**src/rtl/mips_mc_control_if.sv**
```systemverilog
// mips_mc_control_if
// Bundles the controller <-> datapath/memory signals of the MIPS multi-cycle
// core.
//   slave  : controller view (opcode/zero/mem_ready in, strobes/selects out)
//   master : datapath view (drives opcode/zero/mem_ready, observes the rest)
interface mips_mc_control_if;
  logic [5:0] opcode;
  logic       zero;
  logic       mem_ready;
  logic       mem_read;
  logic       mem_write;
  logic       ir_write;
  logic       iord;
  logic       alu_src_a;
  logic [1:0] alu_src_b;
  logic [1:0] alu_op;
  logic [1:0] pc_source;
  logic       reg_dst;
  logic       mem_to_reg;
  logic       reg_write;
  logic       pc_en;
  logic       instr_done;
  logic       illegal_op;
  logic [3:0] state;

  modport slave (
    input  opcode, zero, mem_ready,
    output mem_read, mem_write, ir_write, iord, alu_src_a, alu_src_b,
           alu_op, pc_source, reg_dst, mem_to_reg, reg_write, pc_en,
           instr_done, illegal_op, state
  );

  modport master (
    output opcode, zero, mem_ready,
    input  mem_read, mem_write, ir_write, iord, alu_src_a, alu_src_b,
           alu_op, pc_source, reg_dst, mem_to_reg, reg_write, pc_en,
           instr_done, illegal_op, state
  );
endinterface

```
**src/rtl/mips_mc_control.sv**
```systemverilog
// mips_mc_control
// Main control FSM of the MIPS multi-cycle processor. Steps each instruction
// through fetch/decode/execute/memory/write-back, drives datapath selects and
// enables, and stalls on mem_ready in FETCH, MEMRD and MEMWR.
// Ports:
//   clk_i-style plain clock   clk : rising-edge system clock
//   rst                           : asynchronous active-high reset
//   bus (mips_mc_control_if.slave): opcode/zero/mem_ready in, controls out
// Build option: MIPS_MC_BNE_EN adds bne (opcode 000101) sharing the BRANCH
// state; undefined, that opcode is illegal.
//
// state  | meaning
// FETCH  | read instruction at PC, PC += 4 on mem_ready
// DECODE | precompute branch target, dispatch on opcode
// MEMADR | compute lw/sw address
// MEMRD  | load data read, wait for mem_ready
// MEMWB  | write loaded data to rt
// MEMWR  | store write, wait for mem_ready
// REXE   | R-type ALU operation
// RWB    | R-type write-back to rd
// BRANCH | compare and conditionally load branch target
// JUMP   | load jump target
// IEXE   | addi ALU operation
// IWB    | addi write-back to rt
module mips_mc_control (
  input  logic                 clk,
  input  logic                 rst,
  mips_mc_control_if.slave     bus
);

  typedef enum logic [3:0] {
    FETCH  = 4'd0,  DECODE = 4'd1,  MEMADR = 4'd2,  MEMRD  = 4'd3,
    MEMWB  = 4'd4,  MEMWR  = 4'd5,  REXE   = 4'd6,  RWB    = 4'd7,
    BRANCH = 4'd8,  JUMP   = 4'd9,  IEXE   = 4'd10, IWB    = 4'd11
  } state_t;

  localparam logic [5:0] OP_LW   = 6'b100011;
  localparam logic [5:0] OP_SW   = 6'b101011;
  localparam logic [5:0] OP_RTYP = 6'b000000;
  localparam logic [5:0] OP_BEQ  = 6'b000100;
  localparam logic [5:0] OP_J    = 6'b000010;
  localparam logic [5:0] OP_ADDI = 6'b001000;
  localparam logic [5:0] OP_BNE  = 6'b000101;

  state_t state_q, state_d;

  logic       mem_read, mem_write, ir_write, iord, alu_src_a;
  logic [1:0] alu_src_b, alu_op, pc_source;
  logic       reg_dst, mem_to_reg, reg_write, instr_done, illegal_op;
  logic       pc_write, pc_write_cond, branch_taken;

`ifdef MIPS_MC_BNE_EN
  // Remembers whether BRANCH was reached through bne rather than beq.
  logic is_bne_q;

  always_ff @(posedge clk or posedge rst) begin
    if (rst)                   is_bne_q <= 1'b0;
    else if (state_q == DECODE) is_bne_q <= (bus.opcode == OP_BNE);
  end

  assign branch_taken = is_bne_q ? ~bus.zero : bus.zero;
`else
  assign branch_taken = bus.zero;
`endif

  always_ff @(posedge clk or posedge rst) begin
    if (rst) state_q <= FETCH;
    else     state_q <= state_d;
  end

  always_comb begin
    state_d       = state_q;
    mem_read      = 1'b0;
    mem_write     = 1'b0;
    ir_write      = 1'b0;
    iord          = 1'b0;
    alu_src_a     = 1'b0;
    alu_src_b     = 2'b00;
    alu_op        = 2'b00;
    pc_source     = 2'b00;
    reg_dst       = 1'b0;
    mem_to_reg    = 1'b0;
    reg_write     = 1'b0;
    instr_done    = 1'b0;
    illegal_op    = 1'b0;
    pc_write      = 1'b0;
    pc_write_cond = 1'b0;

    unique case (state_q)
      FETCH: begin
        mem_read  = 1'b1;
        ir_write  = bus.mem_ready;
        alu_src_b = 2'b01;
        pc_write  = bus.mem_ready;
        if (bus.mem_ready) state_d = DECODE;
      end
      DECODE: begin
        alu_src_b = 2'b11;
        case (bus.opcode)
          OP_LW, OP_SW: state_d = MEMADR;
          OP_RTYP:      state_d = REXE;
          OP_BEQ:       state_d = BRANCH;
`ifdef MIPS_MC_BNE_EN
          OP_BNE:       state_d = BRANCH;
`endif
          OP_J:         state_d = JUMP;
          OP_ADDI:      state_d = IEXE;
          default: begin
            state_d    = FETCH;
            illegal_op = 1'b1;
            instr_done = 1'b1;
          end
        endcase
      end
      MEMADR: begin
        alu_src_a = 1'b1;
        alu_src_b = 2'b10;
        state_d   = (bus.opcode == OP_LW) ? MEMRD : MEMWR;
      end
      MEMRD: begin
        mem_read = 1'b1;
        iord     = 1'b1;
        if (bus.mem_ready) state_d = MEMWB;
      end
      MEMWB: begin
        reg_write  = 1'b1;
        mem_to_reg = 1'b1;
        instr_done = 1'b1;
        state_d    = FETCH;
      end
      MEMWR: begin
        mem_write = 1'b1;
        iord      = 1'b1;
        if (bus.mem_ready) begin
          instr_done = 1'b1;
          state_d    = FETCH;
        end
      end
      REXE: begin
        alu_src_a = 1'b1;
        alu_op    = 2'b10;
        state_d   = RWB;
      end
      RWB: begin
        reg_write  = 1'b1;
        reg_dst    = 1'b1;
        instr_done = 1'b1;
        state_d    = FETCH;
      end
      BRANCH: begin
        alu_src_a     = 1'b1;
        alu_op        = 2'b01;
        pc_source     = 2'b01;
        pc_write_cond = 1'b1;
        instr_done    = 1'b1;
        state_d       = FETCH;
      end
      JUMP: begin
        pc_source  = 2'b10;
        pc_write   = 1'b1;
        instr_done = 1'b1;
        state_d    = FETCH;
      end
      IEXE: begin
        alu_src_a = 1'b1;
        alu_src_b = 2'b10;
        state_d   = IWB;
      end
      IWB: begin
        reg_write  = 1'b1;
        instr_done = 1'b1;
        state_d    = FETCH;
      end
      default: state_d = FETCH;
    endcase
  end

  // Reset masks every output so nothing is strobed while the core is held.
  assign bus.mem_read   = ~rst & mem_read;
  assign bus.mem_write  = ~rst & mem_write;
  assign bus.ir_write   = ~rst & ir_write;
  assign bus.iord       = ~rst & iord;
  assign bus.alu_src_a  = ~rst & alu_src_a;
  assign bus.alu_src_b  = rst ? 2'b00 : alu_src_b;
  assign bus.alu_op     = rst ? 2'b00 : alu_op;
  assign bus.pc_source  = rst ? 2'b00 : pc_source;
  assign bus.reg_dst    = ~rst & reg_dst;
  assign bus.mem_to_reg = ~rst & mem_to_reg;
  assign bus.reg_write  = ~rst & reg_write;
  assign bus.pc_en      = ~rst & (pc_write | (pc_write_cond & branch_taken));
  assign bus.instr_done = ~rst & instr_done;
  assign bus.illegal_op = ~rst & illegal_op;
  assign bus.state      = rst ? 4'd0 : state_q;

endmodule

```
**src/flat_wrapper.sv**
```systemverilog
// flat-port wrapper written by rule: the top's interface ports become plain ports
module mips_mc_control_flat 
  (clk, rst, bus_opcode, bus_zero, bus_mem_ready, bus_mem_read, bus_mem_write, bus_ir_write, bus_iord, bus_alu_src_a, bus_alu_src_b, bus_alu_op, bus_pc_source, bus_reg_dst, bus_mem_to_reg, bus_reg_write, bus_pc_en, bus_instr_done, bus_illegal_op, bus_state);
  mips_mc_control_if bus_i ();
  input  logic clk;
  input  logic rst;
  input wire logic [$bits(bus_i.opcode)-1:0] bus_opcode;
  input wire logic [$bits(bus_i.zero)-1:0] bus_zero;
  input wire logic [$bits(bus_i.mem_ready)-1:0] bus_mem_ready;
  output wire logic [$bits(bus_i.mem_read)-1:0] bus_mem_read;
  output wire logic [$bits(bus_i.mem_write)-1:0] bus_mem_write;
  output wire logic [$bits(bus_i.ir_write)-1:0] bus_ir_write;
  output wire logic [$bits(bus_i.iord)-1:0] bus_iord;
  output wire logic [$bits(bus_i.alu_src_a)-1:0] bus_alu_src_a;
  output wire logic [$bits(bus_i.alu_src_b)-1:0] bus_alu_src_b;
  output wire logic [$bits(bus_i.alu_op)-1:0] bus_alu_op;
  output wire logic [$bits(bus_i.pc_source)-1:0] bus_pc_source;
  output wire logic [$bits(bus_i.reg_dst)-1:0] bus_reg_dst;
  output wire logic [$bits(bus_i.mem_to_reg)-1:0] bus_mem_to_reg;
  output wire logic [$bits(bus_i.reg_write)-1:0] bus_reg_write;
  output wire logic [$bits(bus_i.pc_en)-1:0] bus_pc_en;
  output wire logic [$bits(bus_i.instr_done)-1:0] bus_instr_done;
  output wire logic [$bits(bus_i.illegal_op)-1:0] bus_illegal_op;
  output wire logic [$bits(bus_i.state)-1:0] bus_state;
  assign bus_i.opcode = bus_opcode;
  assign bus_i.zero = bus_zero;
  assign bus_i.mem_ready = bus_mem_ready;
  assign bus_mem_read = bus_i.mem_read;
  assign bus_mem_write = bus_i.mem_write;
  assign bus_ir_write = bus_i.ir_write;
  assign bus_iord = bus_i.iord;
  assign bus_alu_src_a = bus_i.alu_src_a;
  assign bus_alu_src_b = bus_i.alu_src_b;
  assign bus_alu_op = bus_i.alu_op;
  assign bus_pc_source = bus_i.pc_source;
  assign bus_reg_dst = bus_i.reg_dst;
  assign bus_mem_to_reg = bus_i.mem_to_reg;
  assign bus_reg_write = bus_i.reg_write;
  assign bus_pc_en = bus_i.pc_en;
  assign bus_instr_done = bus_i.instr_done;
  assign bus_illegal_op = bus_i.illegal_op;
  assign bus_state = bus_i.state;
  mips_mc_control u_core (.clk(clk), .rst(rst), .bus(bus_i));
endmodule
```
**config.mk**
```make
export PLATFORM = sky130hd
export DESIGN_NAME = mips_mc_control_flat
export DESIGN_NICKNAME = d
export VERILOG_FILES = /design/src/rtl/mips_mc_control_if.sv /design/src/rtl/mips_mc_control.sv /design/src/flat_wrapper.sv
export SDC_FILE = /design/constraint.sdc
export NUM_CORES = 1
export LEC_CHECK = 0
export BUFFER_PORTS_ARGS = -buffer_cell sky130_fd_sc_hd__clkbuf_2
export CORE_MARGIN = 4
export CORE_UTILIZATION = 44
export CTS_CLUSTER_SIZE = 28
export DETAILED_ROUTE_END_ITERATION = 10
export PLACE_DENSITY = 0.78
export SYNTH_ARGS = -nofsm -noshare
export SYNTH_HDL_FRONTEND = slang
export SYNTH_SLANG_ARGS = --single-unit
```
**constraint.sdc**
```tcl
create_clock -name clk -period 1.7 [get_ports clk]
set_clock_uncertainty 0.1 [all_clocks]
set_input_delay 0.085 -clock clk [delete_from_list [all_inputs] [get_ports clk]]
set_output_delay 0.085 -clock clk [all_outputs]
set_load 0.005 [all_outputs]
```
==> metrics <==
Inserted Diodes=0; DRC Markers=0; via/cell ratio=between 5 and 6; Root Buffer Master=clkbuf_4; WL final=about 2.0 mm; final hold slack=about 0.14 ns; Site Rows=13; final layout net count=roughly 140; Reg with most FFs=u_core.state_q; post-synth top area cell=dfrtp_1; count of buffers from port buffering=30; I/O pins=31; worst skew pair latency=about 0.24 ns; post-place instance area=roughly 780 um^2; Initial Util=0.472; worst-margin pin slew=between 0.4 and 0.5 ns; CTS H-tree lvls=1; HP Class=in2reg; largest net degree at the start of global routing=18; Die Ht=around 45 um; Largest regs=u_core.state_q: 4 flops; post-route cell area=about 900 um^2; Final ANT Viol Nets=0; Max Transition Viols Final=0; Yosys top cell area share=0.163; Synth Instances=93; max FFs per register=4; synth top area cells=dfrtp_1, nor3b_1, nor2_1; CP Data Required Time=around 1.5 ns; Int Power=~0.00027 W; placer congestion estimate=around 0.95; overall via count from detail_route=roughly 830; Layout Utilization=0.688; Crit Path Category=reg2out; Clk pwr share=0.286; critical path peak fanout=17; Post-Syn Nets=103; normalized max-slew margin=0.703; largest incremental delay on the critical path=a little over 0.5 ns; crit-path cells=or2_2, nor3_1, clkbuf_2; switching share of power=0.350; die width=around 45 um; Die Area=0.00206 mm^2; Pre-antenna DRT Iters=4; #FFs+latches synth=4; Fmax=a little over 600 MHz; overall global routing resource usage=0.202; Logic pwr share=0.432; GRT Residual Overflow=0; clk slew on worst S/H paths=roughly 0.040 ns; Final min period=around 1.7 ns; Worst Path Arrival=1.47 ns; number of global-route vias before repair=~730; Max VDD drop=approximately 230 uV; CP max-delay cell=dfrtp_2; Total Power=between 0.0004 and 0.0005 W; Avg WL per Cell=~13 um; layout cells sized above 1=0.424; # setup viols final=0; status=finished clean; final period utilization=0.972; cts bufs inserted=3; Avg Cell Area, Syn=around 6.6 um^2; Clock Sinks=4; Sw Pwr=0.000143 W; Max-Cap Viols=0; Distinct cells, synth=33; Detailed Place HPWL=1.39 mm; most common cell after layout, fill and taps aside=clkbuf_2; commonest cells after routing, fill and taps aside=clkbuf_2, buf_4, nor2_1; CTS tree=done; register share of total power=0.282; area grow syn2layout=45.6%; Synth Cell Area=roughly 600 um^2; initial antenna violation count=0; Detailed Route Iter0 Violations=15; Final Hold Vio Count=0; P_leak=around 0.44 nW; first-pass GRT wire length=about 3.1 mm; endpoint class of the critical path=output port; Cell Pwr Density=~460 mW/mm^2; RSZ-0062 raised after global routing=yes; sequential fraction of the synthesis area=0.163; Yosys Warn Count=0; core area=0.00130 mm^2; R2R Setup Slk=about 0.14 ns; Max clock buf depth=2; crit path launch type=flip-flop
==> cells by family (layout without fill, tap and decap cells) <==
family	Yosys count	count (layout)	share of synthesized area
flip-flops	4	4	0.163
AO/OA/AOI/OAI	21	21	0.210
buffers and inverters	10	49	0.0733
AND/OR/NAND/NOR	54	54	0.497
XOR/XNOR	4	4	0.0570
==> worst paths after layout <==
kind	startpoint	end	depth (start not counted)
min in group asynchronous	rst	u_core.state_q[2]	3
max in group asynchronous	rst	u_core.state_q[1]	3
hold / removal	bus_opcode[3]	u_core.state_q[3]	4
setup / recovery	u_core.state_q[2]	bus_mem_read	3
setup reg to reg	u_core.state_q[0]	u_core.state_q[2]	4
hold reg to reg	u_core.state_q[2]	u_core.state_q[3]	1
==> power groups by stage <==
stage	clock network, W	registers (W)	logic [W]
floorplan	0	0.000104	0.000104
global placement	0	0.000118	0.000147
detailed placement	0	0.000118	0.000151
finish	0.000117	0.000115	0.000176
global route	0.000130	0.000117	0.000195
CTS	0.000118	0.000118	0.000154
==> final cells by class <==
type                    instances  area [um^2]
inverters                       2         7.51
flip-flops and latches          4          104
fillers                       115          407
clock buffers                   3         22.5
multi-input cells              79          484
well taps                      15         18.8
repair buffers                 44          258
==> Yosys cell counts <==
cell	count
o21ai_0	5
nor2_1	11
dfrtp_1	4
and3_2	1
and2_1	2
nor2b_1	4
xnor2_1	1
a21oi_1	6
or3_4	1
o211ai_1	1
nand2b_1	4
nor3b_1	6
nand3_1	2
or3_1	1
or2_2	1
and3_1	2
nor3_1	8
o21a_1	2
buf_2	5
nand3b_1	1
a31oi_1	1
o22ai_1	3
nor4_1	4
inv_1	2
xor2_1	3
clkbuf_2	1
nand4b_1	1
clkbuf_1	2
o31ai_1	1
or2_0	1
a211o_2	1
nand2_1	4
a2111oi_0	1
==> critical path, delay by kind of cell (launching register included) <==
kind / cells / cell delay (ns)
buffers and inverters: 1 / 0.14
flip-flops: 1 / 0.51
AND/OR/NAND/NOR: 2 / 0.58
==> timing repair <==
action,in CTS,in global routing
hold buffers,1,0
endpoints found under the hold margin,4,0
gates resized for setup,3,3
buffers inserted,0,8
cloned,0,0
pin swaps,0,0
setup endpoints to repair,7,9
==> layer usage <==
metal  routed length (um)  share of wire  GRT usage
met4                   22          0.011     0.0877
met5                    0              0          0
met3                  166          0.085     0.0359
met2                  923           0.47      0.345
met1                  843           0.43      0.245
==> through the flow <==
stage	worst slack [ns]	TNS (ns)	instances
floorplan	0.304	0	93
global placement	0.140	0	135
detailed placement	0.0309	0	135
CTS	0.0227	0	139
global route	-0.0395	-0.112	147
finish	0.0472	0	147
Note: power is estimated with default switching activity, not from simulation.
